<file path="src/rtl/uart_frame_pkg.sv">
// Shared types and character constants for the UART status-frame decoder.
package uart_frame_pkg;

  typedef enum logic [1:0] {IDLE, DIGITS, TERM} state_t;
  typedef enum logic {LED, ELEM} kind_t;

  localparam logic [7:0] CH_L    = 8'h4C;
  localparam logic [7:0] CH_L_LC = 8'h6C;
  localparam logic [7:0] CH_E    = 8'h45;
  localparam logic [7:0] CH_E_LC = 8'h65;
  localparam logic [7:0] CH_LF   = 8'h0A;
  localparam logic [7:0] CH_CR   = 8'h0D;

  localparam logic [2:0] LED_DIGITS  = 3'd4;
  localparam logic [2:0] ELEM_DIGITS = 3'd3;

  function automatic logic is_start(input logic [7:0] b);
    return (b == CH_L) || (b == CH_L_LC) || (b == CH_E) || (b == CH_E_LC);
  endfunction

  function automatic kind_t start_kind(input logic [7:0] b);
    return ((b == CH_L) || (b == CH_L_LC)) ? LED : ELEM;
  endfunction

endpackage

</file>
<file path="src/rtl/hex_ascii_decode.sv">
// Combinational ASCII hex character to nibble decoder.
module hex_ascii_decode (
  input  logic [7:0] ch,
  output logic [3:0] nib,
  output logic       is_hex
);

  // Letters A-F/a-f carry 1..6 in their low nibble, so +9 yields 10..15.
  always_comb begin
    nib    = '0;
    is_hex = 1'b0;
    if (ch >= 8'h30 && ch <= 8'h39) begin
      nib    = ch[3:0];
      is_hex = 1'b1;
    end else if ((ch >= 8'h41 && ch <= 8'h46) || (ch >= 8'h61 && ch <= 8'h66)) begin
      nib    = ch[3:0] + 4'd9;
      is_hex = 1'b1;
    end
  end

endmodule

</file>
<file path="src/rtl/uart_frame_decoder.sv">
// Decodes "L"+hex4+LF and "E"+hex3+LF status frames into LED/element registers.
// Optional inter-byte timeout: define UART_FRAME_DECODER_TIMEOUT_EN.
module uart_frame_decoder
  import uart_frame_pkg::*;
#(
  parameter int unsigned DATA_WIDTH     = 8,
  parameter int unsigned LED_COUNT      = 16,
  parameter int unsigned ELEMENT_COUNT  = 12,
  parameter int unsigned TIMEOUT_CYCLES = 500_000
) (
  input  logic                     clk,
  input  logic                     rst_n,
  input  logic                     ena,
  input  logic [DATA_WIDTH-1:0]    rx_data,
  input  logic                     rx_valid,
  output logic                     rx_ready,
  output logic [LED_COUNT-1:0]     led_data,
  output logic [ELEMENT_COUNT-1:0] element_data,
  output logic                     led_update,
  output logic                     element_update,
  output logic                     frame_error
);

  localparam int unsigned ACC_W = 16;

  state_t                   state, state_n;
  kind_t                    kind, kind_n;
  logic [ACC_W-1:0]         acc, acc_n;
  logic [2:0]               cnt, cnt_n, cnt_inc, need;
  logic [LED_COUNT-1:0]     led_n;
  logic [ELEMENT_COUNT-1:0] elem_n;
  logic                     led_upd_n, elem_upd_n, err_n;
  logic                     accept, bad;
  logic [7:0]               ch;
  logic [3:0]               nib;
  logic                     is_hex;

`ifdef UART_FRAME_DECODER_TIMEOUT_EN
  localparam int unsigned TMO_W = $clog2(TIMEOUT_CYCLES);
  logic [TMO_W-1:0] tmo, tmo_n;
`endif

  assign rx_ready = ena;
  assign accept   = rx_valid && ena;
  assign ch       = rx_data[7:0];
  assign cnt_inc  = cnt + 3'd1;
  assign need     = (kind == LED) ? LED_DIGITS : ELEM_DIGITS;

  hex_ascii_decode u_hex (
    .ch     (ch),
    .nib    (nib),
    .is_hex (is_hex)
  );

  always_comb begin
    state_n    = state;
    kind_n     = kind;
    acc_n      = acc;
    cnt_n      = cnt;
    led_n      = led_data;
    elem_n     = element_data;
    led_upd_n  = 1'b0;
    elem_upd_n = 1'b0;
    err_n      = 1'b0;
    bad        = 1'b0;
`ifdef UART_FRAME_DECODER_TIMEOUT_EN
    tmo_n      = tmo;
`endif

    if (accept && ch != CH_CR) begin
      unique case (state)
        IDLE: begin
          if (is_start(ch)) begin
            kind_n  = start_kind(ch);
            acc_n   = '0;
            cnt_n   = '0;
            state_n = DIGITS;
          end
        end
        DIGITS: begin
          if (is_hex) begin
            acc_n = {acc[ACC_W-5:0], nib};
            cnt_n = cnt_inc;
            if (cnt_inc == need) state_n = TERM;
          end else begin
            bad = 1'b1;
          end
        end
        TERM: begin
          if (ch == CH_LF) begin
            state_n = IDLE;
            if (kind == LED) begin
              led_n     = acc[LED_COUNT-1:0];
              led_upd_n = 1'b1;
            end else begin
              elem_n     = acc[ELEMENT_COUNT-1:0];
              elem_upd_n = 1'b1;
            end
          end else begin
            bad = 1'b1;
          end
        end
        default: state_n = IDLE;
      endcase

      // A start character that breaks a frame opens the next one directly.
      if (bad) begin
        err_n = 1'b1;
        if (is_start(ch)) begin
          kind_n  = start_kind(ch);
          acc_n   = '0;
          cnt_n   = '0;
          state_n = DIGITS;
        end else begin
          state_n = IDLE;
        end
      end
    end

`ifdef UART_FRAME_DECODER_TIMEOUT_EN
    if (state == IDLE || accept) begin
      tmo_n = '0;
    end else if (ena) begin
      if (tmo == TMO_W'(TIMEOUT_CYCLES - 1)) begin
        err_n   = 1'b1;
        state_n = IDLE;
        tmo_n   = '0;
      end else begin
        tmo_n = tmo + TMO_W'(1);
      end
    end
`endif
  end

  always_ff @(posedge clk or negedge rst_n) begin
    if (!rst_n) begin
      state          <= IDLE;
      kind           <= LED;
      acc            <= '0;
      cnt            <= '0;
      led_data       <= '0;
      element_data   <= '1;
      led_update     <= 1'b0;
      element_update <= 1'b0;
      frame_error    <= 1'b0;
`ifdef UART_FRAME_DECODER_TIMEOUT_EN
      tmo            <= '0;
`endif
    end else begin
      state          <= state_n;
      kind           <= kind_n;
      acc            <= acc_n;
      cnt            <= cnt_n;
      led_data       <= led_n;
      element_data   <= elem_n;
      led_update     <= led_upd_n;
      element_update <= elem_upd_n;
      frame_error    <= err_n;
`ifdef UART_FRAME_DECODER_TIMEOUT_EN
      tmo            <= tmo_n;
`endif
    end
  end

endmodule
</file>
<file path="config.mk">
export PLATFORM = sky130hd
export DESIGN_NAME = uart_frame_decoder
export DESIGN_NICKNAME = d
export VERILOG_FILES = /design/src/rtl/uart_frame_pkg.sv /design/src/rtl/hex_ascii_decode.sv /design/src/rtl/uart_frame_decoder.sv
export SDC_FILE = /design/constraint.sdc
export NUM_CORES = 1
export LEC_CHECK = 0
export BUFFER_PORTS_ARGS = -buffer_cell sky130_fd_sc_hd__buf_4
export CORE_MARGIN = 2
export CORE_UTILIZATION = 48
export DETAILED_ROUTE_END_ITERATION = 8
export GPL_TIMING_DRIVEN = 1
export HOLD_SLACK_MARGIN = 0.02
export PLACE_DENSITY = 0.8
export SLEW_MARGIN = 20
export SYNTH_ARGS = -nofsm -noshare
export SYNTH_HDL_FRONTEND = slang
export SYNTH_HIERARCHICAL = 1
export SYNTH_SLANG_ARGS = --single-unit
</file>
<file path="constraint.sdc">
create_clock -name clk -period 2.3 [get_ports clk]
set_input_delay 0.115 -clock clk [delete_from_list [all_inputs] [get_ports clk]]
set_output_delay 0.115 -clock clk [all_outputs]
set_load 0.02 [all_outputs]
</file>
; After elaboration in Yosys (flattened, before gate mapping)
; Index checks and enable logic that the tools add are counted.
[word_totals]
regBits = 53
input_bits = 12
out_inout_bits = 32
elab_cells = 85
[classes]
n_addsub = 2
n_lt_le_gt_ge = 6
eq_ne = 13
n_mux = 41
n_bitwise = 1
reduce_logical = 13
[ops]
columns = cell, count
row1 = $mux W16, 4
row2 = $eq A8 B7 Y1 const B, 4
row3 = $pmux W16 S2, 1
row4 = $mux W1, 21
row5 = $ge A8 B7 Y1 const B, 2
row6 = $le A8 B7 Y1 const B, 2
row7 = $mux W3, 5
row8 = $ne A3 B3 Y1 const B, 4
row9 = $mux W2, 5
row10 = $eq A8 B4 Y1 const B, 1
row11 = $ge A8 B6 Y1 const B, 1
row12 = $le A8 B6 Y1 const B, 1
row13 = $mux W4, 2
row14 = $ne A8 B4 Y1 const B, 1
row15 = $reduce_and A4 Y1, 2
row16 = $pmux W2 S3, 1
row17 = $pmux W3 S2, 1
row18 = $logic_and A1 B1 Y1, 5
row19 = $reduce_and A5 Y1, 1
row20 = $add A4 B4 Y4 const B, 1
row21 = $logic_or A1 B1 Y1, 4
row22 = $add A3 B1 Y3 const B, 1
row23 = $eq A3 B3 Y1, 1
row24 = $eq A2 B1 Y1 const B, 1
row25 = other kinds (4), 4

; Depth between registers and ports, before layout
[logic_depth]
ltp_word = 10
mapped_depth = 11
depth_no_buf = 9

; Hierarchy
; The synthesis kept the hierarchy.
[modules_own_cells]
columns = mod, instances, cells_per_inst, area_per_inst_um2
row1 = uart_frame_decoder, 1, 164, 2347.3
row2 = hex_ascii_decode, 1, 25, 203.9

; Worst setup path before layout
; No wires, ideal clock.
[synth_timing]
path_kind = input to register
from = input port rx_data[0]
to = register acc[12]
setup_time_ns = 0.121
arrival_ns = 1.870
t_required_ns = 2.179
slack_ns = 0.309
path_stages = 11
cell_sequence = inv_1 > ha_1 > nand2b_1 > o211ai_1 > nand2_1 > nor2b_1 > o21ai_4 > o21a_1 > buf_4 > buf_4 > a22o_1
[synth_between]
elab_chain_len = 9
word_cells_on_any_way = 31
[synth_rtl]
columns = item, line
row1 = start: declaration, uart_frame_decoder.sv:14  ; input logic [DATA_WIDTH-1:0] rx_data,
row2 = $ge A8 B7 Y1 or $le A8 B7 Y1 (tied branches), hex_ascii_decode.sv:15  ; end else if ((ch >= 8'h41 && ch <= 8'h46) || (ch >= 8'h61 && ch <= 8'h66)) begin
row3 = $logic_and A1 B1 Y1, hex_ascii_decode.sv:15
row4 = $logic_or A1 B1 Y1, hex_ascii_decode.sv:15
row5 = $mux W1, hex_ascii_decode.sv:15
row6 = $mux W1 *, hex_ascii_decode.sv:12  ; if (ch >= 8'h30 && ch <= 8'h39) begin
row7 = via is_hex, uart_frame_decoder.sv:36  ; logic is_hex;
row8 = $mux W16 or $mux W1 (tied branches), uart_frame_decoder.sv:81  ; if (is_hex) begin
row9 = $pmux W16 S2 or $pmux W1 S2 (tied branches), uart_frame_decoder.sv:71  ; unique case (state)
row10 = $mux W16 or $mux W1 (tied branches), "uart_frame_decoder.sv:109, uart_frame_decoder.sv:70"
row11 = $mux W16 *, uart_frame_decoder.sv:107  ; if (bad) begin
row12 = end signal: assignment, uart_frame_decoder.sv:152  ; acc <= acc_n;
row13 = end: declaration, uart_frame_decoder.sv:28  ; logic [ACC_W-1:0] acc, acc_n;
; The timed path passes the listed nets; every way through them passes the cells marked *. The select of a mux whose other input is x is not followed.
; A chain may end at the register's enable or synchronous reset.

; Final worst setup path
[layout_timing]
from = register cnt[0]
to = register state[0]
[layout_between]
elab_chain_len = 4
[layout_rtl]
columns = item, line
row1 = start: declaration, uart_frame_decoder.sv:29  ; logic [2:0] cnt, cnt_n, cnt_inc, need;
row2 = start signal: assignment, uart_frame_decoder.sv:153  ; cnt <= cnt_n;
row3 = $add A3 B1 Y3, uart_frame_decoder.sv:46  ; assign cnt_inc = cnt + 3'd1;
row4 = $eq A3 B3 Y1, uart_frame_decoder.sv:84  ; if (cnt_inc == need) state_n = TERM;
row5 = $ne A3 B3 Y1 (no line), --
row6 = $reduce_and A5 Y1 (no line), --
row7 = end signal: assignment, uart_frame_decoder.sv:150  ; state <= state_n;
row8 = end: declaration, uart_frame_decoder.sv:26  ; state_t state, state_n;
; Every way passes these cells.

==> results.sh <==
export IMPL_yosysMostFrequentCell="dfrtp_1"
export IMPL_fp_dieH_um=76.9
export IMPL_grt_pass1_wl_um=8090
export IMPL_ant_nets=0
export IMPL_n_fill_cell=413
export IMPL_grt_pass1_vias=1722
export IMPL_crit_end="state[0]$_DFFE_PN0P_"
export IMPL_ys_ff_latch=53
export IMPL_wl_per_cell_um=15.1
export IMPL_setup_viol_count_final=0
export IMPL_final_util_pct=59.8
export IMPL_worst_r2r_path_depth=6
export IMPL_drt_total_wl_um=4660
export IMPL_slowest_delay_ps=420
export IMPL_powerDensity_mw_per_mm2=655
export IMPL_layout_drive_gt1_share_pct=48.5
export IMPL_end_kind="flip-flop"
export IMPL_diodes=0
export IMPL_track_usage_pct=16.9
export IMPL_grtUsageMet3_pct=2.82
export IMPL_coreArea_mm2=0.00511
export IMPL_drv_cap=0
export IMPL_firstDrtPassIters=5
export IMPL_ys_warn_count=6
export IMPL_fin_crit_ps=2110
export IMPL_synthArstFlopShare_pct=100
export IMPL_cts_sinks=53
export IMPL_netlist_area_leader_share_pct=40.2
export IMPL_met2_usage_pct=27.8
export IMPL_num_io_pins=44
export IMPL_grt_busiest_layer="met2"
export IMPL_grt_overflow_total=0
export IMPL_postSynthAreaPerCell_um2=13.5
export IMPL_gr_usage_met1_pct=22.6
export IMPL_synth_area_leaders="dfrtp_1, dfstp_2, mux2_2"
export IMPL_dp_hpwl_um=3340
export IMPL_area_growth_pct=19.8
export IMPL_worst_pin_slew_ps=633
export IMPL_final_hold_viol_count=0
export IMPL_gp_congestion=0.776
export IMPL_syn_inst=189
export IMPL_rrSetupSlack_ps=190
export IMPL_power_leakage_nw=1.49
export IMPL_crit_chain="ha_1 > xor2_1 > or3_1 > a311oi_1 > a2bb2o_2 > mux2_4"
export IMPL_die_area_mm2=0.00591
export IMPL_synth_cell_type_count=47
export IMPL_slew_headroom_pct=57.8
export IMPL_syn_num_nets=209
export IMPL_clk_pin_slew_ps=90
export IMPL_crit_type="flip-flop to flip-flop"
export IMPL_r2r_start="cnt[0]$_DFFE_PN0P_"
export IMPL_vias_per_cell=5.49
export IMPL_holdWs_ps=149
export IMPL_timing_setup_tns_ps=0
export IMPL_crit_buf_inv=0
export IMPL_vdd_drop_max_v=0.000345
export IMPL_fp_dieW_um=76.9
export IMPL_io_buffer_count=43
export IMPL_drv_slew=0
export IMPL_instances_no_fill=309
export IMPL_cts_buffers=5
export IMPL_crit_arrival_ps=2300
export IMPL_antenna_found_initial=0
export IMPL_htreeDepth=2
export IMPL_drt_initial_drc_count=75
export IMPL_synth_edf_count=0
export IMPL_clock_path_buffers=2
export IMPL_vias=1696
export IMPL_start_util_pct=50.0
export IMPL_nets=258
export IMPL_seqCellArea_mm2=0.00134
export IMPL_finClkSkew_ps=8.89
export IMPL_max_freq_mhz=475
export IMPL_worst_ep_required_time_ps=2500
export IMPL_holdBufCountCts=1
export IMPL_synthTopCellsByCount="dfrtp_1, mux2_2, dfstp_2"
export IMPL_cp_top_family="compound AO/OA/AOI/OAI gates"
export IMPL_multi_input_area_mm2=0.00110
export IMPL_cts_root_buf="clkbuf_8"
export IMPL_postCtsSetupBuffers=0
export IMPL_syn_area_mm2=0.00255
export IMPL_grt_max_degree=54
export IMPL_hold_path_class="primary input to flip-flop"
export IMPL_placed_cells=300
export IMPL_cts_resized=0
export IMPL_post_route_period_util_pct=91.5
export IMPL_ys_flop_type="dfrtp_1"
export IMPL_clock_latency_ps=310
export IMPL_rsz0062_at_grt="false"
export IMPL_status="completed"
export IMPL_path_max_fanout=4
export IMPL_critPathLaunchType="flip-flop"
export IMPL_cts_tree="yes"
export IMPL_remaining_drc_errors=0
export IMPL_rows=26
export IMPL_cp_startpoint="cnt[0]$_DFFE_PN0P_"
export IMPL_yosysSeqAreaShare_pct=52.6
export IMPL_regToRegEndpoint="state[0]$_DFFE_PN0P_"
export IMPL_yosysTopAreaCell="dfrtp_1"
export IMPL_cp_slowest_cell="dfrtp_1"
export IMPL_cp_depth=6
==> power by group <==
group / internal (mW) / switching [mW]
sequential: 0.963 / 0.0271
clock: 0.326 / 0.299
combinational: 0.175 / 0.214
total: 1.46 / 0.541
==> metal layers <==
layer | vias to the layer above | part of all wire, %
met4 | 0 | 1.6
li1 | 796 | -
met5 | - | 0
met1 | 854 | 45
met2 | 37 | 50
met3 | 9 | 3.3
==> worst min path at each step <==
stage | to | from | cells past startpoint
finish | kind$_DFFE_PN0P_ | rx_data[0] | 3
detailed placement | element_update$_DFF_PN0_ | rst_n | 1
floorplan | acc[0]$_DFFE_PN0P_ | rst_n | 0
CTS | kind$_DFFE_PN0P_ | rx_data[0] | 3
global route | kind$_DFFE_PN0P_ | rx_data[0] | 3
global placement | element_update$_DFF_PN0_ | rst_n | 1
==> registers in the layout, summed over array words and instances (netlist names) <==
signal,cells
acc,16
cnt,3
element_data,12
element_update,1
frame_error,1
kind,1
led_data,16
led_update,1
state,2
==> logic make-up after synthesis <==
family                     count (synthesis)  synth area share, %
buffers and inverters                     17                 4.27
adders and majority gates                  8                 3.92
DFF                                       53                 52.6
AOI/OAI and AO/OA                         43                 14.0
and+or+nand+nor                           33                 10.0
muxes                                     33                 14.6
xor gates and xnor gates                   2                0.687
==> worst register-to-register path, cell delays in order, from the launching register on <==
cell and delay, ps:
dfrtp_1 420, ha_1 250, xor2_1 160, or3_1 340, a311oi_1 290, a2bb2o_2 240
mux2_4 300
==> cells in the final DEF, fill, tap and decap left out, drive strengths merged, types with 2 or more instances in the layout <==
| cell type | n |
|---|---|
| clkbuf | 5 |
| nor2 | 5 |
| nor3b | 3 |
| mux2i | 3 |
| o21ai | 5 |
| inv | 9 |
| nand3 | 3 |
| o211ai | 2 |
| nor3 | 2 |
| nand4 | 2 |
| a21oi | 4 |
| buf | 49 |
| nor2b | 2 |
| o21a | 2 |
| nand2b | 3 |
| dfstp | 12 |
| nor4b | 2 |
| a31o | 2 |
| ha | 8 |
| a22o | 17 |
| nand2 | 8 |
| mux2 | 30 |
| dfrtp | 41 |
| xor2 | 2 |
==> per-stage QoR <==
stage / total power, mW / worst slack (ps) / area (um^2)
2_1_floorplan: 1.28 / 309 / 2550
4_1_cts: 2.02 / 205 / 3060
3_3_place_gp: 1.39 / 158 / 2930
3_5_place_dp: 1.39 / 59.0 / 2930
6_report: 2.00 / 194 / 3060
5_1_grt: 2.09 / 161 / 3060
==> cell type report <==
class,count,area share (%)
multi-input combinational,119,36.0
inverter,9,1.11
clock buffer,5,2.25
clock inverter,3,1.51
tap,70,2.87
sequential,53,43.9
timing repair buffer,50,12.4
No activity file was read; power rests on OpenSTA's default activity.
